[config.mk]
export PLATFORM = sky130hd
export DESIGN_NAME = fp_multiply_pipe_flat
export DESIGN_NICKNAME = d
export VERILOG_FILES = /design/src/rtl/fp_multiply_pipe_if.sv /design/src/rtl/fp_multiply_pipe.sv /design/src/flat_wrapper.sv
export SDC_FILE = /design/constraint.sdc
export NUM_CORES = 2
export LEC_CHECK = 0
export BUFFER_PORTS_ARGS = -buffer_cell sky130_fd_sc_hd__buf_2
export CAP_MARGIN = 20
export CORE_MARGIN = 1
export CORE_UTILIZATION = 64
export CTS_CLUSTER_DIAMETER = 120
export DETAILED_ROUTE_END_ITERATION = 8
export GPL_ROUTABILITY_DRIVEN = 0
export PLACE_DENSITY_LB_ADDON = 0.08
export SLEW_MARGIN = 20
export SYNTH_ARGS = -nofsm -noshare
export SYNTH_HDL_FRONTEND = slang
export SYNTH_SLANG_ARGS = --single-unit
[constraint.sdc]
create_clock -name clk_i -period 4.3 [get_ports clk_i]
set_input_delay 0.43 -clock clk_i [delete_from_list [all_inputs] [get_ports clk_i]]
set_output_delay 0.43 -clock clk_i [all_outputs]
set_load 0.02 [all_outputs]
[src/rtl/fp_multiply_pipe_if.sv]
// Operand/result handshake bundle for fp_multiply_pipe.
// a_i/b_i/valid_i/ready_o form the input channel, c_o/flags_o/valid_o/ready_i the output channel.
interface fp_multiply_pipe_if #(
  parameter int EXP_W = 8,
  parameter int MAN_W = 23
);
  localparam int W = 1 + EXP_W + MAN_W;

  logic [W-1:0] a_i;
  logic [W-1:0] b_i;
  logic         valid_i;
  logic         ready_o;
  logic [W-1:0] c_o;
  logic [3:0]   flags_o;
  logic         valid_o;
  logic         ready_i;

  modport slave (
    input  a_i, b_i, valid_i, ready_i,
    output ready_o, c_o, flags_o, valid_o
  );

  modport master (
    output a_i, b_i, valid_i, ready_i,
    input  ready_o, c_o, flags_o, valid_o
  );
endinterface

[src/rtl/fp_multiply_pipe.sv]
// Three-stage floating-point multiplier: classify+multiply, normalise+exponent, round+pack.
// Subnormal inputs are flushed to zero and no subnormal results are produced.
module fp_multiply_pipe #(
  parameter int EXP_W = 8,
  parameter int MAN_W = 23
) (
  input  logic             clk_i,
  input  logic             rst_ni,
  fp_multiply_pipe_if.slave bus
);
  localparam int EW = EXP_W + 2;
  localparam int PW = 2 * MAN_W + 2;
  localparam logic signed [EW-1:0] BIAS    = EW'((1 << (EXP_W - 1)) - 1);
  localparam logic signed [EW-1:0] EXP_MAX = EW'((1 << EXP_W) - 1);

  typedef enum logic [1:0] {
    CLS_NORM = 2'd0,
    CLS_ZERO = 2'd1,
    CLS_INF  = 2'd2,
    CLS_NAN  = 2'd3
  } cls_e;

  // Handshake: a pair transfers on valid_i & ready_o, a result on valid_o & ready_i.
  // One enable moves the whole pipe; it only freezes when a result is waiting downstream.
  logic en;
  assign en          = ~bus.valid_o | bus.ready_i;
  assign bus.ready_o = en;

  // ---------------- Stage 1: unpack, classify, multiply ----------------
  logic               sa, sb;
  logic [EXP_W-1:0]   ea, eb;
  logic [MAN_W-1:0]   ma, mb;
  logic               a_nan, b_nan, a_snan, b_snan, a_inf, b_inf, a_zero, b_zero;
  cls_e               cls_n;
  logic               inv_n;
  logic signed [EW-1:0] exp_sum_n;
  logic [PW-1:0]      prod_n;

  assign sa = bus.a_i[EXP_W+MAN_W];
  assign sb = bus.b_i[EXP_W+MAN_W];
  assign ea = bus.a_i[EXP_W+MAN_W-1 -: EXP_W];
  assign eb = bus.b_i[EXP_W+MAN_W-1 -: EXP_W];
  assign ma = bus.a_i[MAN_W-1:0];
  assign mb = bus.b_i[MAN_W-1:0];

  assign a_nan  = (&ea) & (|ma);
  assign b_nan  = (&eb) & (|mb);
  assign a_snan = a_nan & ~ma[MAN_W-1];
  assign b_snan = b_nan & ~mb[MAN_W-1];
  assign a_inf  = (&ea) & ~(|ma);
  assign b_inf  = (&eb) & ~(|mb);
  // exp == 0 covers true zero and flushed subnormals alike
  assign a_zero = ~(|ea);
  assign b_zero = ~(|eb);

  always_comb begin
    cls_n = CLS_NORM;
    inv_n = 1'b0;
    if (a_nan | b_nan) begin
      cls_n = CLS_NAN;
      inv_n = a_snan | b_snan;
    end else if ((a_inf & b_zero) | (a_zero & b_inf)) begin
      cls_n = CLS_NAN;
      inv_n = 1'b1;
    end else if (a_inf | b_inf) begin
      cls_n = CLS_INF;
    end else if (a_zero | b_zero) begin
      cls_n = CLS_ZERO;
    end
  end

  assign exp_sum_n = $signed({2'b00, ea}) + $signed({2'b00, eb}) - BIAS;
  assign prod_n    = PW'({1'b1, ma}) * PW'({1'b1, mb});

  logic                 s1_valid, s1_sign, s1_inv;
  cls_e                 s1_cls;
  logic signed [EW-1:0] s1_exp;
  logic [PW-1:0]        s1_prod;

  // ---------------- Stage 2: normalise, exponent adjust ----------------
  logic [2*MAN_W-1:0]   norm_frac;
  logic signed [EW-1:0] norm_exp;
  logic                 shift_lost;

  // Leading one sits at bit 2*MAN_W after this; anything shifted out feeds sticky.
  assign norm_frac  = s1_prod[PW-1] ? s1_prod[2*MAN_W:1] : s1_prod[2*MAN_W-1:0];
  assign norm_exp   = s1_prod[PW-1] ? s1_exp + $signed({{(EW-1){1'b0}}, 1'b1}) : s1_exp;
  assign shift_lost = s1_prod[PW-1] & s1_prod[0];

  logic                 s2_valid, s2_sign, s2_inv;
  cls_e                 s2_cls;
  logic signed [EW-1:0] s2_exp;
  logic [MAN_W-1:0]     s2_man;
  logic                 s2_guard, s2_round, s2_sticky;

  // ---------------- Stage 3: round, range check, pack ----------------
  logic                 round_up;
  logic [MAN_W:0]       man_sum;
  logic signed [EW-1:0] exp_rnd;
  logic                 inexact;
  logic [EXP_W+MAN_W:0] c_n;
  logic [3:0]           flags_n;

  assign round_up = s2_guard & (s2_round | s2_sticky | s2_man[0]);
  assign man_sum  = {1'b0, s2_man} + {{MAN_W{1'b0}}, round_up};
  // A carry out leaves man_sum[MAN_W-1:0] all zero, which is the cleared mantissa.
  assign exp_rnd  = s2_exp + $signed({{(EW-1){1'b0}}, man_sum[MAN_W]});
  assign inexact  = s2_guard | s2_round | s2_sticky;

  always_comb begin
    c_n     = '0;
    flags_n = 4'b0000;
    case (s2_cls)
      CLS_NAN: begin
        c_n     = {1'b0, {EXP_W{1'b1}}, 1'b1, {(MAN_W-1){1'b0}}};
        flags_n = {s2_inv, 3'b000};
      end
      CLS_INF:  c_n = {s2_sign, {EXP_W{1'b1}}, {MAN_W{1'b0}}};
      CLS_ZERO: c_n = {s2_sign, {(EXP_W+MAN_W){1'b0}}};
      default: begin
        if (exp_rnd >= EXP_MAX) begin
          c_n     = {s2_sign, {EXP_W{1'b1}}, {MAN_W{1'b0}}};
          flags_n = 4'b0101;
        end else if (exp_rnd <= 0) begin
          c_n     = {s2_sign, {(EXP_W+MAN_W){1'b0}}};
          flags_n = 4'b0011;
        end else begin
          c_n     = {s2_sign, exp_rnd[EXP_W-1:0], man_sum[MAN_W-1:0]};
          flags_n = {3'b000, inexact};
        end
      end
    endcase
  end

  always_ff @(posedge clk_i or negedge rst_ni) begin
    if (!rst_ni) begin
      s1_valid    <= 1'b0;
      s1_sign     <= 1'b0;
      s1_inv      <= 1'b0;
      s1_cls      <= CLS_ZERO;
      s1_exp      <= '0;
      s1_prod     <= '0;
      s2_valid    <= 1'b0;
      s2_sign     <= 1'b0;
      s2_inv      <= 1'b0;
      s2_cls      <= CLS_ZERO;
      s2_exp      <= '0;
      s2_man      <= '0;
      s2_guard    <= 1'b0;
      s2_round    <= 1'b0;
      s2_sticky   <= 1'b0;
      bus.valid_o <= 1'b0;
      bus.c_o     <= '0;
      bus.flags_o <= 4'b0000;
    end else if (en) begin
      s1_valid    <= bus.valid_i;
      s1_sign     <= sa ^ sb;
      s1_inv      <= inv_n;
      s1_cls      <= cls_n;
      s1_exp      <= exp_sum_n;
      s1_prod     <= prod_n;
      s2_valid    <= s1_valid;
      s2_sign     <= s1_sign;
      s2_inv      <= s1_inv;
      s2_cls      <= s1_cls;
      s2_exp      <= norm_exp;
      s2_man      <= norm_frac[2*MAN_W-1 -: MAN_W];
      s2_guard    <= norm_frac[MAN_W-1];
      s2_round    <= norm_frac[MAN_W-2];
      s2_sticky   <= (|norm_frac[MAN_W-3:0]) | shift_lost;
      bus.valid_o <= s2_valid;
      bus.c_o     <= c_n;
      bus.flags_o <= flags_n;
    end
  end
endmodule
[src/flat_wrapper.sv]
// flat-port wrapper written by rule: the top's interface ports become plain ports
module fp_multiply_pipe_flat 
#(
  parameter int EXP_W = 8,
  parameter int MAN_W = 23
)
  (clk_i, rst_ni, bus_a_i, bus_b_i, bus_valid_i, bus_ready_i, bus_ready_o, bus_c_o, bus_flags_o, bus_valid_o);
  fp_multiply_pipe_if #(.EXP_W(EXP_W), .MAN_W(MAN_W)) bus_i ();
  input  logic clk_i;
  input  logic rst_ni;
  input wire logic [$bits(bus_i.a_i)-1:0] bus_a_i;
  input wire logic [$bits(bus_i.b_i)-1:0] bus_b_i;
  input wire logic [$bits(bus_i.valid_i)-1:0] bus_valid_i;
  input wire logic [$bits(bus_i.ready_i)-1:0] bus_ready_i;
  output wire logic [$bits(bus_i.ready_o)-1:0] bus_ready_o;
  output wire logic [$bits(bus_i.c_o)-1:0] bus_c_o;
  output wire logic [$bits(bus_i.flags_o)-1:0] bus_flags_o;
  output wire logic [$bits(bus_i.valid_o)-1:0] bus_valid_o;
  assign bus_i.a_i = bus_a_i;
  assign bus_i.b_i = bus_b_i;
  assign bus_i.valid_i = bus_valid_i;
  assign bus_i.ready_i = bus_ready_i;
  assign bus_ready_o = bus_i.ready_o;
  assign bus_c_o = bus_i.c_o;
  assign bus_flags_o = bus_i.flags_o;
  assign bus_valid_o = bus_i.valid_o;
  fp_multiply_pipe #(.EXP_W(EXP_W), .MAN_W(MAN_W)) u_core (.clk_i(clk_i), .rst_ni(rst_ni), .bus(bus_i));
endmodule
After elaboration in Yosys (flattened, before gate mapping). Cells that the tools add are included. W data, S select, Z words.

Output and inout bits: 38. Flip-flop bits (word level): 141. Word-level logic and storage cells: 80. Input bits: 68.

Reduce and logical (&&, ||, !) cells: 8. Multiplexer cells: 14. Add/subtract/negate cells: 5. Bitwise operators: 29. Multipliers: 1. $lt $le $gt $ge: 2. Eq/ne operators: 3.

Operator list (number): $pmux W32 S3 (1); $mux W31 (2); $mul A24 B24 Y48 (1); $mux W46 (1); $reduce_or A23 Y1 (2); $add A23 B1 Y24 (1); $reduce_or A21 Y1 (1); $reduce_and A8 Y1 (2); $reduce_or A8 Y1 (2); $or A1 B1 Y1 (11); $add A10 B2 Y10 (1); $add A10 B2 Y10 const B (1); $and A1 B1 Y1 (10); $ge A10 B9 Y1 const B (1); $le A10 B1 Y1 const B (1); $mux W10 (1); $sub A10 B8 Y10 const B (1); $add A8 B8 Y9 (1); $mux W2 (4); $pmux W4 S2 (1); $not A1 Y1 (7); $eq A2 B2 Y1 const B (2); $mux W4 (1); $mux W1 (3); 3 further kinds (3).

Depth between registers and ports, before layout.
Depth after elaboration: 9. Gate-level depth with buffers: 26. Depth with buffers taken out: 24.

Worst setup path after synthesis. Ideal clock, no wire load.

Path type: input to register. From: input bus_b_i[3]. To: register u_core.s1_prod[41]. Stages on the path: 26. Data arrival time: 6283 ps. Required time: 4163 ps. Setup time: 137 ps. Path buffers: 2. Setup slack: -2120 ps. Cells stage by stage: clkbuf_1 nand2_1 fa_1 inv_1 fa_1 inv_1 fa_1 inv_1 fa_1 inv_1 fa_1 inv_1 fa_1 inv_1 fa_1 inv_1 ha_1 buf_2 nand3_1 nor3b_1 a211o_1 a211o_1 a21boi_1 o311ai_1 xnor2_1 a21oi_1.

Word-level cells in the longest chain between the ends: 1.

RTL lines: start: declaration (line flat_wrapper.sv:12) `input wire logic [$bits(bus_i.b_i)-1:0] bus_b_i;`; $mul A24 B24 Y48 (line fp_multiply_pipe.sv:73) `assign prod_n = PW'({1'b1, ma}) * PW'({1'b1, mb});`; end signal: assignment (line fp_multiply_pipe.sv:161) `s1_prod <= prod_n;`; end: declaration (line fp_multiply_pipe.sv:78) `logic [PW-1:0] s1_prod;`.

Every way passes these cells. A chain may end at the register's enable or synchronous reset.

Worst setup path after layout.
From: input bus_b_i[0]. To: register u_core.s1_prod[38].

Same word-level chain as after synthesis.

==> summary.md <==
| Metric | Value |
|---|---|
| Result of the run | `complete, but fails checks` |
| # rows | `73` |
| Failing checks | `setup timing` |
| Fin crit period | `6.23 ns` |
| GRT overflow | `0` |
| Async SR Flop Fraction | `1.00` |
| Aggregate global-route resource usage | `0.390` |
| Flop-to-flop setup slack | `0.56 ns` |
| Worst r2r src | `u_core.s2_man[2]$_DFFE_PN0P_` |
| Starting density of the core | `0.652` |
| Final hold vios | `0` |
| Synth top area share | `0.373` |
| Syn Inst Count | `2932` |
| Routed WL | `84.5 mm` |
| RSZ-0062 raised after global routing | `true` |
| Largest net degree at the start of global routing | `162` |
| Area of the core | `0.0398 sq mm` |
| CTS clk-pin slew, worst paths | `0.06 ns` |
| Clk sinks | `141` |
| Crit start category | `input pin` |
| Area contributors post-synth | `fa_1, dfrtp_1, ha_1, inv_1, and2_1` |
| Layout Nets | `4039` |
| WS Path Type | `input pin to register` |
| Mapped cell area | `0.0259 sq mm` |
| YS warnings | `0` |
| Clk root buf | `clkbuf_16` |
| First-pass GRT wire length | `124 mm` |
| CTS tree | `yes` |
| Vias in the first global route | `23600` |
| Share of the yosys chip area belonging to registers | `0.136` |
| CP max FO | `7` |
| Initial antenna violation count | `4` |
| Post-route insts no fill | `3842` |
| Worst r2r dst | `u_core.bus.c_o[22]$_DFFE_PN0P_` |
| Max H-tree Level | `4` |
| Synth cell types | `73` |
| Vias | `22800` |
| Skew final | `0.00760 ns` |
| Residual DRC | `0` |
| Commonest non-fill, non-tap cells in the layout | `inv_1, fa_1, nand2_1` |
| Pre-antenna DRT Iters | `7` |
| Critical path endpoint category | `register` |
| CP required | `4.61 ns` |
| Post-route ant nets | `0` |
| Worst relative slew slack | `0.320` |
| Input/output buffers | `105` |
| IO Pins | `106` |
| Tightest Pin Transition | `1.01 ns` |
| Final setup vio count | `41` |
| Die area | `0.0414 sq mm` |
| Number of synthesized flops with an enable pin | `0` |
| Share of post-route cells with drive strength above 1 | `0.264` |
| TritonCTS buffer count | `17` |
| Reg2Reg Depth | `13` |
| Seq cells post-synth | `141` |
| Max Cap Viol | `0` |
| 1st-iter DRT viols | `2102` |
| Die W | `203 microns` |
| Fmax | `0.161 GHz` |
| Post-DP HPWL | `62.1 mm` |
| Vias per cell | `5.94` |
| CP Data Arrival Time | `6.54 ns` |
| Ys flop type | `dfrtp_1` |
| Cell count after placement | `3745` |
| Post-CTS Hold Fix Bufs | `0` |
| Clock Latency Late Sink | `0.43 ns` |
| Worst Hold Class | `input pin to async pin` |
| Setup ws final | `-1.93 ns` |
| CTS Buffer Depth | `2` |
| Tcrit/Tclk final | `1.45` |
| Die Height | `203 microns` |
| Max Slew Vio Count | `0` |
| Post-Syn Area per Cell | `8.85 sq um` |
| Commonest non-fill, non-tap cell in the layout | `inv_1` |
| Syn Nets | `3669` |
| Layout Area Growth over Synthesis | `25.8%` |
| Wire length per cell | `22.0 microns` |
| Cell taking the most area after synthesis | `fa_1` |
[timing repair]
item | 4_1_cts | 5_1_grt
pin swaps | 131 | 126
gates cloned | 3 | 4
gates resized for setup | 271 | 175
buffers inserted | 34 | 26
setup endpoints to repair | 41 | 41
[state kept, by name, summed over array words and instances (netlist names)]
signal	count
u_core.s1_exp	10
u_core.s2_guard	1
u_core.s2_inv	1
u_core.s2_sign	1
u_core.s2_round	1
u_core.s1_cls	2
u_core.bus.valid_o	1
u_core.s2_exp	10
u_core.s2_sticky	1
u_core.s1_prod	48
u_core.s1_valid	1
u_core.s2_valid	1
u_core.s1_sign	1
u_core.s1_inv	1
u_core.s2_cls	2
u_core.bus.c_o	32
u_core.bus.flags_o	4
u_core.s2_man	23
[cell families after synthesis]
group | count (synthesis) | share of synthesized area
DFF | 141 | 0.136
muxes | 28 | 0.0108
adders and majority gates | 669 | 0.462
and+or+nand+nor | 960 | 0.180
xor gates and xnor gates | 91 | 0.0314
AOI/OAI and AO/OA | 306 | 0.0709
buffers and inverters | 737 | 0.108
[cell type report]
type	count	area, sq um
Fill cell	2310	7180
Sequential cell	141	3530
Timing Repair Buffer	498	4490
Clock inverter	12	218
Multi-Input combinational cell	2054	21000
Tap cell	525	657
Clock buffer	19	443
Antenna cell	3	7.51
Inverter	590	2260
[critical path, cell delays in order]
cell     delay, ns
buf_12        0.13
buf_4         0.15
and2_4        0.16
fa_1          0.65
inv_1         0.11
fa_1          0.50
fa_2          0.55
inv_1         0.05
fa_1          0.48
inv_1         0.05
fa_1          0.51
fa_2          0.45
fa_1          0.50
inv_1         0.07
ha_4          0.31
nand3_4       0.08
nor4_4        0.28
nand4_1       0.20
o21ai_4       0.29
a21oi_4       0.11
buf_4         0.16
buf_6         0.10
xor2_1        0.14
a21oi_1       0.08
[metal layers]
metal  up-vias  part of all wire  track usage
met5         -           0.00097            0
li1       9684                 -            -
met4         6             0.080        0.205
met3       472              0.10       0.0708
met1     11200              0.35        0.492
met2      1418              0.46        0.644
[cells in the mapped netlist, drive strengths merged, types with 26 or more instances]
| cell type | count |
|---|---|
| inv | 587 |
| dfrtp | 139 |
| nand3 | 26 |
| nand4 | 29 |
| and2 | 266 |
| clkbuf | 124 |
| xnor2 | 52 |
| ha | 186 |
| a21oi | 92 |
| nor2 | 113 |
| o21ai | 118 |
| nand2 | 423 |
| fa | 483 |
| xor2 | 39 |
| mux2i | 27 |
[metrics by stage]
stage	setup WS (ns)	utilization	hold slack (ns)	TNS, ns	cell area [sq um]
detailed placement	-2.42	0.747	0.445	-81.12	29800
floorplan	-1.83	-	0.134	-54.35	26900
global placement	-2.34	0.747	0.440	-78.37	29800
global route	-2.07	0.819	0.211	-66.52	32600
CTS	-1.70	0.797	0.206	-52.62	31800
finish	-1.93	0.820	0.126	-60.81	32600
[how the worst max path moves through the flow]
stage          cells after the start   startpoint  slack [ns]                              to
2_1_floorplan                     25   bus_b_i[7]       -1.83  u_core.s1_prod[29]$_DFFE_PN0P_
3_3_place_gp                      24   bus_b_i[0]       -2.34  u_core.s1_prod[40]$_DFFE_PN0P_
3_5_place_dp                      24   bus_b_i[0]       -2.42  u_core.s1_prod[42]$_DFFE_PN0P_
4_1_cts                           24  bus_b_i[13]       -1.70  u_core.s1_prod[42]$_DFFE_PN0P_
5_1_grt                           23   bus_b_i[0]       -2.07  u_core.s1_prod[42]$_DFFE_PN0P_
6_report                          24   bus_b_i[0]       -1.93  u_core.s1_prod[38]$_DFFE_PN0P_
Power is left out: the tool's default activity adds up to more than one toggle a clock period on the data nets, which glitch-free logic cannot reach.
